### src/rtl/input_conditioner_pkg.sv
// Shared defaults and counter sizing for the input conditioner bank.
// Latency: n/a (constants only).
// Backpressure: n/a.
package input_conditioner_pkg;

    localparam int DEF_N    = 5;
    localparam int DEF_WAIT = 3;

    // One extra bit over clog2 so a counter reaching WAIT-1 can never wrap.
    function automatic int cnt_width(input int wait_cycles);
        return $clog2(wait_cycles) + 1;
    endfunction

endpackage

### src/rtl/input_conditioner_ch.sv
// One channel: 2-flop synchronizer, stability counter, debounced level, edge pulses.
// Latency: WAIT+1 edges from a stable input change to conditioned/pulse.
// Backpressure: none; free-running, pulses last exactly one cycle.
module input_conditioner_ch
    import input_conditioner_pkg::*;
#(
    parameter int WAIT = DEF_WAIT
) (
    input  logic clk,
    input  logic rst_n,
    input  logic noisy_in,
    output logic conditioned,
    output logic positiveedge,
    output logic negativeedge
);

    localparam int             CW       = cnt_width(WAIT);
    localparam logic [CW-1:0]  CNT_LAST = CW'(WAIT - 1);

    logic          s1_q, s1_d;
    logic          s2_q, s2_d;
    logic [CW-1:0] cnt_q, cnt_d;
    logic          cond_q, cond_d;
    logic          pos_q, pos_d;
    logic          neg_q, neg_d;

    always_comb begin
        s1_d   = noisy_in;
        s2_d   = s1_q;
        cnt_d  = '0;
        cond_d = cond_q;
        pos_d  = 1'b0;
        neg_d  = 1'b0;
        // Any cycle where s2 matches the accepted level restarts qualification.
        if (s2_q != cond_q) begin
            if (cnt_q == CNT_LAST) begin
                cond_d = s2_q;
                pos_d  = s2_q;
                neg_d  = ~s2_q;
            end else begin
                cnt_d = cnt_q + 1'b1;
            end
        end
    end

    always_ff @(posedge clk or negedge rst_n) begin
        if (!rst_n) begin
            s1_q   <= 1'b0;
            s2_q   <= 1'b0;
            cnt_q  <= '0;
            cond_q <= 1'b0;
            pos_q  <= 1'b0;
            neg_q  <= 1'b0;
        end else begin
            s1_q   <= s1_d;
            s2_q   <= s2_d;
            cnt_q  <= cnt_d;
            cond_q <= cond_d;
            pos_q  <= pos_d;
            neg_q  <= neg_d;
        end
    end

    assign conditioned  = cond_q;
    assign positiveedge = pos_q;
    assign negativeedge = neg_q;

endmodule

### src/rtl/input_conditioner_bank.sv
// Bank of N independent debounced inputs with registered edge pulses.
// Latency: WAIT+1 edges per channel from stable input change to output.
// Backpressure: none; each channel is free-running.
module input_conditioner_bank
    import input_conditioner_pkg::*;
#(
    parameter int N    = DEF_N,
    parameter int WAIT = DEF_WAIT
) (
    input  logic         clk,
    input  logic         rst_n,
    input  logic [N-1:0] noisyin,
    output logic [N-1:0] conditioned,
    output logic [N-1:0] positiveedge,
    output logic [N-1:0] negativeedge
);

    for (genvar i = 0; i < N; i++) begin : g_ch
        input_conditioner_ch #(
            .WAIT (WAIT)
        ) u_ch (
            .clk          (clk),
            .rst_n        (rst_n),
            .noisy_in     (noisyin[i]),
            .conditioned  (conditioned[i]),
            .positiveedge (positiveedge[i]),
            .negativeedge (negativeedge[i])
        );
    end

endmodule

### config.mk
export PLATFORM = sky130hd
export DESIGN_NAME = input_conditioner_bank
export DESIGN_NICKNAME = d
export VERILOG_FILES = /design/src/rtl/input_conditioner_pkg.sv /design/src/rtl/input_conditioner_ch.sv /design/src/rtl/input_conditioner_bank.sv
export SDC_FILE = /design/constraint.sdc
export NUM_CORES = 1
export LEC_CHECK = 0
export CAP_MARGIN = 20
export CORE_MARGIN = 3
export CORE_UTILIZATION = 61
export CTS_CLUSTER_SIZE = 8
export DETAILED_ROUTE_END_ITERATION = 8
export DONT_BUFFER_PORTS = 1
export PLACE_DENSITY_LB_ADDON = 0.1
export SETUP_SLACK_MARGIN = 0.02
export SYNTH_ARGS = -nofsm -noshare
export SYNTH_HDL_FRONTEND = slang
export SYNTH_SLANG_ARGS = --single-unit
### constraint.sdc
create_clock -name clk -period 1.4 [get_ports clk]
set_input_delay 0.28 -clock clk [delete_from_list [all_inputs] [get_ports clk]]
set_output_delay 0.28 -clock clk [all_outputs]
set_load 0.05 [all_outputs]
**Word-level counts from Yosys, hierarchy flattened**

Index checks and enable logic that the tools add are counted.

- Bits of input ports: 7
- Register bits: 40

- Add/sub/neg operators: 5
- Reductions and logical operators: 5
- Bitwise operators: 5
- Multiplexer cells: 30
- Eq/ne operators: 10

Operators by type and width:

| kind | count |
|---|---|
| 2-to-1 mux 3 bit | 10 |
| 2-to-1 mux 1 bit | 20 |
| adder 3 x 1 -> 3 bit, second input constant | 5 |
| == test 3 x 2 -> 1 bit, second input constant | 5 |
| AND reduction 2 bit | 5 |
| != test 1 bit | 5 |
| NOT 1 bit | 5 |

**Longest topological paths before layout**

Gate-level depths: netlist of the first run.

- Depth after elaboration: 3
- Gate-level depth with buffers: 2

**Modules after synthesis**

From an unflattened synthesis of the first run, not the netlist that was laid out.

- Cells, all modules: 105
- Area, all modules: 1501.4 µm²

By module, submodules not included:

| module | area each (µm²) | times used | cells an instance | seq. area each (µm²) |
|---|---|---|---|---|
| input_conditioner_ch | 300.3 | 5 | 21 | 200.2 |

**Least setup slack after synthesis of the first run**

OpenSTA, ideal clock, no wires.

- Path type: reg2reg
- Start: register g_ch[0].u_ch.cnt_q[0]
- End: register g_ch[0].u_ch.cond_q
- Arrival: 1.101 ns
- Cell stages (with the launch flop): 3
- Slack: 0.174 ns
- Path buffers: 0
- Path through: dfrtp_1 -> or3b_4 -> mux2_4

- Word-level cells in the longest chain between the ends: 2

RTL lines:

| what | RTL line | source |
|---|---|---|
| start: declaration | input_conditioner_ch.sv:22 | `logic [CW-1:0] cnt_q, cnt_d;` |
| start signal: assignment | input_conditioner_ch.sv:57 | `cnt_q <= cnt_d;` |
| == test 3 x 2 -> 1 bit | input_conditioner_ch.sv:36 | `if (cnt_q == CNT_LAST) begin` |
| AND reduction 2 bit (no source line) | n/a |  |
| end signal: assignment | input_conditioner_ch.sv:58 | `cond_q <= cond_d;` |
| end: declaration | input_conditioner_ch.sv:23 | `logic cond_q, cond_d;` |

No other way between the ends.
A chain may end at the register's enable or synchronous reset.

**Worst setup path after layout of the first run**

- Start: register g_ch[4].u_ch.cond_q
- End: output port conditioned[4]

RTL lines:

| what | RTL line | source |
|---|---|---|
| start: declaration | input_conditioner_ch.sv:23 |  |
| start signal: assignment | input_conditioner_ch.sv:58 |  |
| end: declaration | input_conditioner_bank.sv:13 | `output logic [N-1:0] conditioned,` |

No word-level cell between the ends.

==> impl_results.md, run 1 <==
- Num rows: 18
- Synth unique cells: 12
- Non-filler instance count after layout: 155
- Slowest cell on crit path: dfrtp_1
- Post-place instance area: approximately 1600 sq um
- Reg2Reg Setup Slack: 0.11 ns
- Commonest cells after routing, fill and taps aside: dfrtp_1 (40), nand3b_1 (10), a21oi_1 (10), nor3b_1 (10), dlygate4sd3_1 (6)
- Top post-synthesis cells by area: dfrtp_1 (62%), buf_4 (6.9%), mux2_4 (4.6%)
- Placed instance count: 140
- Fin. Hold Viols: 0
- Placer Congestion: between 0.7 and 0.8
- Starting Density: 65.07%
- Vias in the first global route: approximately 890
- R2r worst-path depth: 2
- Final WL: 2159 um
- Max VDD drop: around 0.0015 V
- Reg area: roughly 1000 sq um
- End point of the critical path: conditioned[4]
- Post-synth top area cell: dfrtp_1
- Clock share of power: about a fifth
- First-pass GRT wire length: 3877 um
- Fillers: roughly 170
- Pleak: 0.7871 nW
- Vias per cell: between 5 and 6
- Warnings from Yosys: 0
- Syn nets: 127
- PwrDens: roughly 2200 nW/um^2
- Worst Path Class, Setup: reg -> out
- Total power: about 3.8 mW
- Total track usage: 16.00%
- Slew Viols, Final: 0
- Final setup margin: 0.1043 ns
- Via count: approximately 800
- TritonCTS buffer count: 5
- Fin nets: 131
- Slowest stage delay, CP: 0.44 ns
- TritonCTS clock tree: built
- CTS Buffer Depth: 2
- Critical Path AT: 1.02 ns
- Worst-path fanout max: 5
- Final period util: 92.55%
- CTS clock-pin slew for the worst setup and hold paths: 0.11 ns
- Worst r2r dst: g_ch[0].u_ch.conditioned
- Worst path cell trace: buf_4
- Synth Instances: 120
- Total of max-cap violations: 0
- Layout area overhead: 8.461%
- Cell Area, Synth: approximately 1600 sq um
- Fin Setup TNS: 0 ns
- Sequential Power Share: approximately 50%
- Initial antenna violation count: 0
- Startpoint Class: flop
- Commonest non-fill, non-tap cell in the layout: dfrtp_1
- NetSw: approximately 1.3 mW
- Drt pass-1 iters: 4
- Multi-input gate area: just over 500 sq um
- Final Setup Violations: 0
- Post-place setup slack: 0.1343 ns
- Fmax: 771.8 MHz
- Largest net degree at the start of global routing: 41
- Sink Count: 40
- Post-route cell area: ~1800 sq um
- DIE HEIGHT: 57.64 um
- Dpl hpwl: 1391 um
- Grt total ovfl: 0
- Crit path launch: g_ch[4].u_ch.conditioned
- H-tree lvl count: 2
- Die X: 57.64 um
- Die area: 3322 sq um
- Relative slew slack: 69.59%
- Outcome: complete, no violations
- RSZ-0062 raised after global routing: false
- Slew @ Worst Pin: ~0.46 ns
- Reg-to-reg startpoint: g_ch[0].u_ch.cnt_q[0]
- Buffers on Ports: 0
- Hold Crit Class: reg -> reg
- CTS root buf: clkbuf_4
- CP Capture Type: primary output
- Gate power share: 29.7%
- Post-DRT Antenna Nets: 0
- CP Depth: 1
- Setup bufs post-CTS: 0
- Seq/Total Area, Yosys: 61.54%
- Hold Buf Count CTS: 7
- Antenna cells: 0
- Critical path buffer and inverter count: 1
- Fin util: 70.57%
- Cts repair resizes: 0
- Area share of the leading cell type in the synthesized netlist: 61.54%
- Wire length per cell: 13.93 um
- I/O pins: 22
- Number of synthesized register bits: 40
- Placeable Area: 2500 sq um
- Clock skew: 0.01075 ns
- Critical path required time: approximately 1.1 ns
- CP top delay family: flip-flops
- DR iter-0 viols: 26
- Drt drc: 0
- Layout cells sized above 1: ~23%
- Tmin final: 1.296 ns
- Hold_ws: 0.3556 ns
- Synthesized area per cell: around 14 sq um
- Cell-internal power: 2.492 mW
- Net Sw Frac: between 30% and 40%
- Skew-Pair Late Insertion Delay: about 0.34 ns
cell families after synthesis:
| kind of cell | share of synthesized area (%) |
|---|---|
| AO/OA/AOI/OAI | 6.154 |
| XOR/XNOR | 2.692 |
| buffers and inverters | 6.923 |
| flip-flops | 61.54 |
| multiplexers | 4.615 |
| AND/OR/NAND/NOR | 18.08 |
layout make-up:
class | count | share of cell area [%]
Multi-Input combinational cell | 65 | 29.08
Clock inverter | 1 | 1.702
Tap cell | 30 | 2.128
Sequential cell | 40 | 56.74
Clock buffer | 7 | 3.688
Timing Repair Buffer | 12 | 6.667
registers in the layout (all words and copies together), names as in the netlist:
| signal | flops |
|---|---|
| g_ch.u_ch.s1_q | 5 |
| g_ch.u_ch.cnt_q | 15 |
| g_ch.u_ch.conditioned | 5 |
| g_ch.u_ch.s2_q | 5 |
| g_ch.u_ch.positiveedge | 5 |
| g_ch.u_ch.negativeedge | 5 |
metal layers:
layer,vias up,global-route usage [%],wire length (um)
li1,408,-,-
met1,391,17.87,946
met2,17,26.13,1055
met3,7,6.904,111
met4,0,7.947,46
met5,-,0,0
power groups by stage:
stage	clock, mW	sequential (mW)	combinational, mW
3_3_place_gp	0	1.86	1.09
5_1_grt	0.908	1.94	1.22
6_report	0.822	1.87	1.14
4_1_cts	0.859	1.87	1.15
3_5_place_dp	0	1.89	1.11
2_1_floorplan	0	1.70	1.19
synthesized netlist by cell type:
master	instances
a21bo_2	5
or3b_4	5
nor2b_1	5
nor3_1	5
nand3b_1	10
nand2b_1	5
dfrtp_1	40
a21oi_1	10
nor3b_1	10
xnor2_1	5
buf_4	15
mux2_4	5
how the worst min path moves through the flow:
stage               depth (start not counted)                         to  slack (ns)              start
floorplan                                   0      g_ch[0].u_ch.cnt_q[0]       -0.02              rst_n
global placement                            0      g_ch[1].u_ch.cnt_q[1]       -0.01              rst_n
detailed placement                          0      g_ch[1].u_ch.cnt_q[1]       -0.01              rst_n
CTS                                         2  g_ch[4].u_ch.negativeedge        0.36              rst_n
global route                                2  g_ch[4].u_ch.positiveedge        0.36              rst_n
finish                                      0          g_ch[3].u_ch.s2_q        0.36  g_ch[3].u_ch.s1_q
(Power assumes the default switching activity.)
==> run 2: changes to the inputs <==
SETUP_SLACK_MARGIN = 0.05   (was 0.02)
==> impl_results.md, run 2 (synthesis gave the netlist of run 1 again) <==
- Num rows: 18 (unchanged)
- Final WL: 2195 um (+1.7%)
- Slew @ Worst Pin: 0.4547 ns (-0.001683 ns)
- CP Capture Type: primary output
- Grt total ovfl: 0 (unchanged)
- Relative slew slack: 69.71% (+0.11 points)
- TritonCTS buffer count: 5 (unchanged)
- Vias in the first global route: 885 (unchanged)
- PwrDens: 2186 nW/um^2 (+0.61%)
- Largest net degree at the start of global routing: 41 (unchanged)
- Largest register by flop count: g_ch.u_ch.cnt_q
- Total of max-cap violations: 0 (unchanged)
- Wire length per cell: 14.07 um (+1.0%)
- Slowest stage delay, CP: 0.46 ns (+0.02 ns)
- Placed instance count: 140 (unchanged)
- Clock skew: 0.01576 ns (+0.005009 ns)
- CTS root buf: clkbuf_4
- Drt drc: 0 (unchanged)
- Commonest non-fill, non-tap cell in the layout: dfrtp_1
- Critical path buffer and inverter count: 1 (unchanged)
- Layout area overhead: 9.077%
- Slowest cell on crit path: dfrtp_2
- Commonest cells after routing, fill and taps aside: dfrtp_1 (38), nand3b_1 (10), a21oi_1 (10), nor3b_1 (10)
- Non-filler instance count after layout: 156 (+0.65%)
- Fin Setup TNS: 0 ns (unchanged)
- Fin nets: 132 (+0.76%)
- Reg2Reg Setup Slack: 0.11 ns (about the same)
- Startpoint Class: flop
- Fin util: 70.97% (+0.40 points)
- Initial antenna violation count: 0 (unchanged)
- Slew Viols, Final: 0 (unchanged)
- Die X: 57.64 um (unchanged)
- RSZ-0062 raised after global routing: false
- Worst path cell trace: buf_4
- Outcome: complete, no violations
- Dpl hpwl: 1391 um (unchanged)
- I/O pins: 22 (unchanged)
- Max VDD drop: 0.001669 V (+9.5%)
- Reg-to-reg startpoint: g_ch[0].u_ch.cnt_q[0]
- Sink Count: 40 (unchanged)
- Post-place setup slack: 0.1343 ns (unchanged)
- First-pass GRT wire length: 3877 um (unchanged)
- CTS clock-pin slew for the worst setup and hold paths: 0.12 ns (about the same)
- Buffers on Ports: 0 (unchanged)
- Starting Density: 65.07% (unchanged)
- Layout cells sized above 1: 25.40% (+2.2 points)
- Final setup margin: 0.1129 ns (+0.008598 ns)
- Final period util: 91.93% (-0.61 points)
- Hold_ws: 0.3557 ns (+0.00001800 ns)
- H-tree lvl count: 2 (unchanged)
- Fin. Hold Viols: 0 (unchanged)
- Tmin final: 1.287 ns (-0.008598 ns)
- Skew-Pair Late Insertion Delay: 0.34 ns (about the same)
- Worst hold start: g_ch[3].u_ch.s1_q
- Via count: 837 (+1.7%)
- Antenna cells: 0 (unchanged)
- Worst-path fanout max: 5 (unchanged)
- Hold Crit Class: reg -> reg
- Worst r2r dst: g_ch[0].u_ch.conditioned
- DR iter-0 viols: 28 (+7.7%)
- Post-DRT Antenna Nets: 0 (unchanged)
- Final Setup Violations: 0 (unchanged)
- CTS Buffer Depth: 2 (unchanged)
- Pleak: 0.7899 nW (+0.35%)
- Worst Path Class, Setup: reg -> out
- Critical Path AT: 1.01 ns (about the same)
- Placeable Area: 2500 sq um (unchanged)
- CP top delay family: flip-flops
- TritonCTS clock tree: built
- Die area: 3322 sq um (unchanged)
- R2r worst-path depth: 2 (unchanged)
- Fmax: 777.0 MHz (+0.67%)
- Critical path required time: 1.12 ns (about the same)
- Total track usage: 16.00% (unchanged)
- Hold endpoint: g_ch[3].u_ch.s2_q
- Vias per cell: 5.365 (+1.0%)
- Placer Congestion: 0.7187 (unchanged)
- DIE HEIGHT: 57.64 um (unchanged)
- Drt pass-1 iters: 4 (unchanged)
- WHS Path Cells: 0 (unchanged)
- Fillers: 168 (-0.59%)
- Max reg flops: 15 (unchanged)
## run 2: cell count changes in the layout (fill, tap and decap cells not counted)
| cell | delta |
|---|---|
| buf_4 | +1 |
| dfrtp_2 | +2 |
| dfrtp_1 | -2 |
## run 2: repair_timing
action	in CTS	in global routing
hold buffers	7	0
endpoints found under the hold margin	45	0
setup endpoints to repair	0	3
setup buffers	0	1
gates resized for setup	0	2
## run 2: worst max path at each step
stage                                          end                     start  cells after the start  slack (ns)
after floorplan           g_ch[0].u_ch.conditioned     g_ch[0].u_ch.cnt_q[0]                      2        0.17
after global placement    g_ch[0].u_ch.conditioned     g_ch[0].u_ch.cnt_q[0]                      2        0.15
after detailed placement  g_ch[0].u_ch.conditioned     g_ch[0].u_ch.cnt_q[0]                      2        0.13
after CTS                           conditioned[1]  g_ch[1].u_ch.conditioned                      1        0.08
after global routing                conditioned[0]  g_ch[0].u_ch.conditioned                      1        0.06
final                               conditioned[1]  g_ch[1].u_ch.conditioned                      1        0.11
## run 2: per-layer routing
metal | part of all wire (%) | track usage (%) | vias up
met5 | 0 | 0 | -
met4 | 2.1 | 7.947 | 0
met3 | 5.1 | 6.904 | 7
met2 | 50 | 26.13 | 17
met1 | 43 | 17.87 | 405
li1 | - | - | 408
## run 2: cell type report
cell class                      instances  area (sq um)  share of cell area [%]
Timing Repair Buffer                   13         125.1                   7.052
Sequential cell                        40          1003                   56.56
Clock inverter                          1         30.03                   1.693
Multi-Input combinational cell         65         513.0                   28.91
Clock buffer                            7         65.06                   3.667
Tap cell                               30         37.54                   2.116
## run 2: worst reg2reg max path, stage by stage (launching register included)
cell	delay, ns
dfrtp_1	0.45
or3b_4	0.44
mux2_4	0.30
## run 2: report_power, final
part	internal [mW]	switching, mW	total (mW)
sequential	1.44	0.435	1.87
combinational	0.607	0.569	1.18
clock	0.474	0.358	0.832
total	2.52	1.36	3.88
## run 2: metrics by stage
stage / power [mW] / instance area [sq um]
CTS: 3.881 / 1764
finish: 3.878 / 1774
global route: 4.116 / 1774
floorplan: 2.892 / 1627
detailed placement: 3.003 / 1589
global placement: 2.948 / 1589
==> run 3: changes to the inputs <==
RECOVER_POWER = 25   (was unset)
TNS_END_PERCENT = 20   (was unset)
==> impl_results.md, run 3 (synthesis gave the netlist of run 1 again) <==
- CTS Buffer Depth: 2 (unchanged)
- Worst-path fanout max: 5 (unchanged)
- Worst r2r dst: g_ch[0].u_ch.conditioned
- Slew Viols, Final: 0 (unchanged)
- Tmin final: 1.288 ns (+0.0007500 ns)
- Fillers: 169 (+0.60%)
- Gate power share: 29.6% (-0.7 points)
- Final setup margin: 0.1122 ns (-0.0007500 ns)
- Fmax: 776.5 MHz (about the same)
- TritonCTS clock tree: built
- Max VDD drop: 0.001527 V (-8.5%)
- Worst Path Class, Setup: reg -> out
- Fin. Hold Viols: 0 (unchanged)
- Post-place instance area: 1589 sq um (unchanged)
- Reg-to-reg startpoint: g_ch[0].u_ch.cnt_q[0]
- Sequential Power Share: 48.9% (+0.7 points)
- Die X: 57.64 um (unchanged)
- Max reg flops: 15 (unchanged)
- Final period util: 91.99% (about the same)
- Worst path cell trace: buf_4
- Slowest cell on crit path: dfrtp_1
- Antenna cells: 0 (unchanged)
- Reg2Reg Setup Slack: 0.11 ns (about the same)
- Hold Crit Class: reg -> reg
- Placeable Area: 2500 sq um (unchanged)
- Slowest stage delay, CP: 0.44 ns (-0.02 ns)
- Pleak: 0.7808 nW (-1.1%)
- First-pass GRT wire length: 3877 um (unchanged)
- DR iter-0 viols: 29 (+3.6%)
- Layout area overhead: 7.615%
- TritonCTS buffer count: 5 (unchanged)
- Post-route cell area: 1750 sq um (-1.3%)
- Sink Count: 40 (unchanged)
- Starting Density: 65.07% (unchanged)
- I/O pins: 22 (unchanged)
- H-tree lvl count: 2 (unchanged)
- Total power: 3.831 mW (-1.2%)
- Drt drc: 0 (unchanged)
- NetSw: 1.341 mW (-1.5%)
- Startpoint Class: flop
- Grt total ovfl: 0 (unchanged)
- Initial antenna violation count: 0 (unchanged)
- Buffers on Ports: 0 (unchanged)
- CP Capture Type: primary output
- Fin util: 70.02% (-0.95 points)
- Non-filler instance count after layout: 155 (-0.64%)
- Final WL: 2137 um (-2.6%)
- Hold_ws: 0.3557 ns (+0.00006700 ns)
- Fin nets: 131 (-0.76%)
- Outcome: complete, no violations
- Dpl hpwl: 1391 um (unchanged)
- Vias in the first global route: 885 (unchanged)
- Drt pass-1 iters: 4 (unchanged)
- Fin Setup TNS: 0 ns (unchanged)
- Cell-internal power: 2.490 mW (-1.1%)
- Setup bufs post-CTS: 0 (unchanged)
- Net Sw Frac: 35.00% (-0.11 points)
- Hold endpoint: g_ch[3].u_ch.s2_q
- Commonest cells after routing, fill and taps aside: dfrtp_1 (39), nand3b_1 (10), a21oi_1 (10), nor3b_1 (10), dlygate4sd3_1 (6)
- Largest register by flop count: g_ch.u_ch.cnt_q
- Largest net degree at the start of global routing: 41 (unchanged)
- Placer Congestion: 0.7187 (unchanged)
- Final Setup Violations: 0 (unchanged)
- Clock share of power: 21.5% (about the same)
- Die area: 3322 sq um (unchanged)
- Placed instance count: 140 (unchanged)
- Worst hold start: g_ch[3].u_ch.s1_q
- CTS root buf: clkbuf_4
- Slew @ Worst Pin: 0.9074 ns (+0.4526 ns)
- Critical path required time: 1.12 ns (about the same)
- Relative slew slack: 39.51% (-30 points)
- Critical path buffer and inverter count: 1 (unchanged)
- Post-place setup slack: 0.1343 ns (unchanged)
- WHS Path Cells: 0 (unchanged)
- Layout cells sized above 1: 24.00% (-1.4 points)
- Wire length per cell: 13.79 um (-2.0%)
- R2r worst-path depth: 2 (unchanged)
- Num rows: 18 (unchanged)
- Clock skew: 0.01277 ns (-0.002993 ns)
- DIE HEIGHT: 57.64 um (unchanged)
- Skew-Pair Late Insertion Delay: 0.34 ns (about the same)
- Critical Path AT: 1.01 ns (about the same)
- Vias per cell: 5.335 (-0.56%)
- Total of max-cap violations: 0 (unchanged)
- Post-DRT Antenna Nets: 0 (unchanged)
- Total track usage: 16.00% (unchanged)
- Via count: 827 (-1.2%)
- RSZ-0062 raised after global routing: true
- CTS clock-pin slew for the worst setup and hold paths: 0.11 ns (about the same)
- Commonest non-fill, non-tap cell in the layout: dfrtp_1
- PwrDens: 2189 nW/um^2 (+0.12%)
- CP top delay family: flip-flops
[run 3: cell count changes in the layout (fill, tap and decap cells not counted), sizes merged]
| cell | delta |
|---|---|
| buf | -2 |
| clkbuf | +1 |
[run 3: final cells by class]
class / count / area [sq um] / share of cell area, %
clock buffers: 7 / 65.06 / 3.717
flip-flops and latches: 40 / 1002 / 57.26
well taps: 30 / 37.54 / 2.144
repair buffers: 12 / 102.6 / 5.861
clock inverters: 1 / 30.03 / 1.716
multi-input cells: 65 / 513.0 / 29.31
[run 3: how the worst max path moves through the flow]
stage / start / slack, ns / cells after the start / end
after floorplan: g_ch[0].u_ch.cnt_q[0] / 0.17 / 2 / g_ch[0].u_ch.conditioned
after global placement: g_ch[0].u_ch.cnt_q[0] / 0.15 / 2 / g_ch[0].u_ch.conditioned
after detailed placement: g_ch[0].u_ch.cnt_q[0] / 0.13 / 2 / g_ch[0].u_ch.conditioned
after CTS: g_ch[1].u_ch.conditioned / 0.08 / 1 / conditioned[1]
after global routing: g_ch[1].u_ch.conditioned / 0.02 / 1 / conditioned[1]
final: g_ch[1].u_ch.conditioned / 0.11 / 1 / conditioned[1]
[run 3: timing repair]
action	CTS	global route
setup endpoints to repair	0	3
hold buffers	7	0
gates resized for setup	0	1
endpoints found under the hold margin	45	0
[run 3: routing by layer]
layer / global-route usage, % / vias to the layer above / wire length, um
met3: 6.904 / 7 / 111
met2: 26.13 / 17 / 1073
li1: - / 406 / -
met4: 7.947 / 0 / 46
met1: 17.87 / 397 / 906
met5: 0 / - / 0
[run 3: power by group through the flow]
stage	clock, mW	combinational [mW]	sequential [mW]
6_report	0.823	1.13	1.87
5_1_grt	0.910	1.22	1.95
4_1_cts	0.859	1.15	1.87
3_5_place_dp	0	1.11	1.89
3_3_place_gp	0	1.09	1.86
2_1_floorplan	0	1.19	1.70
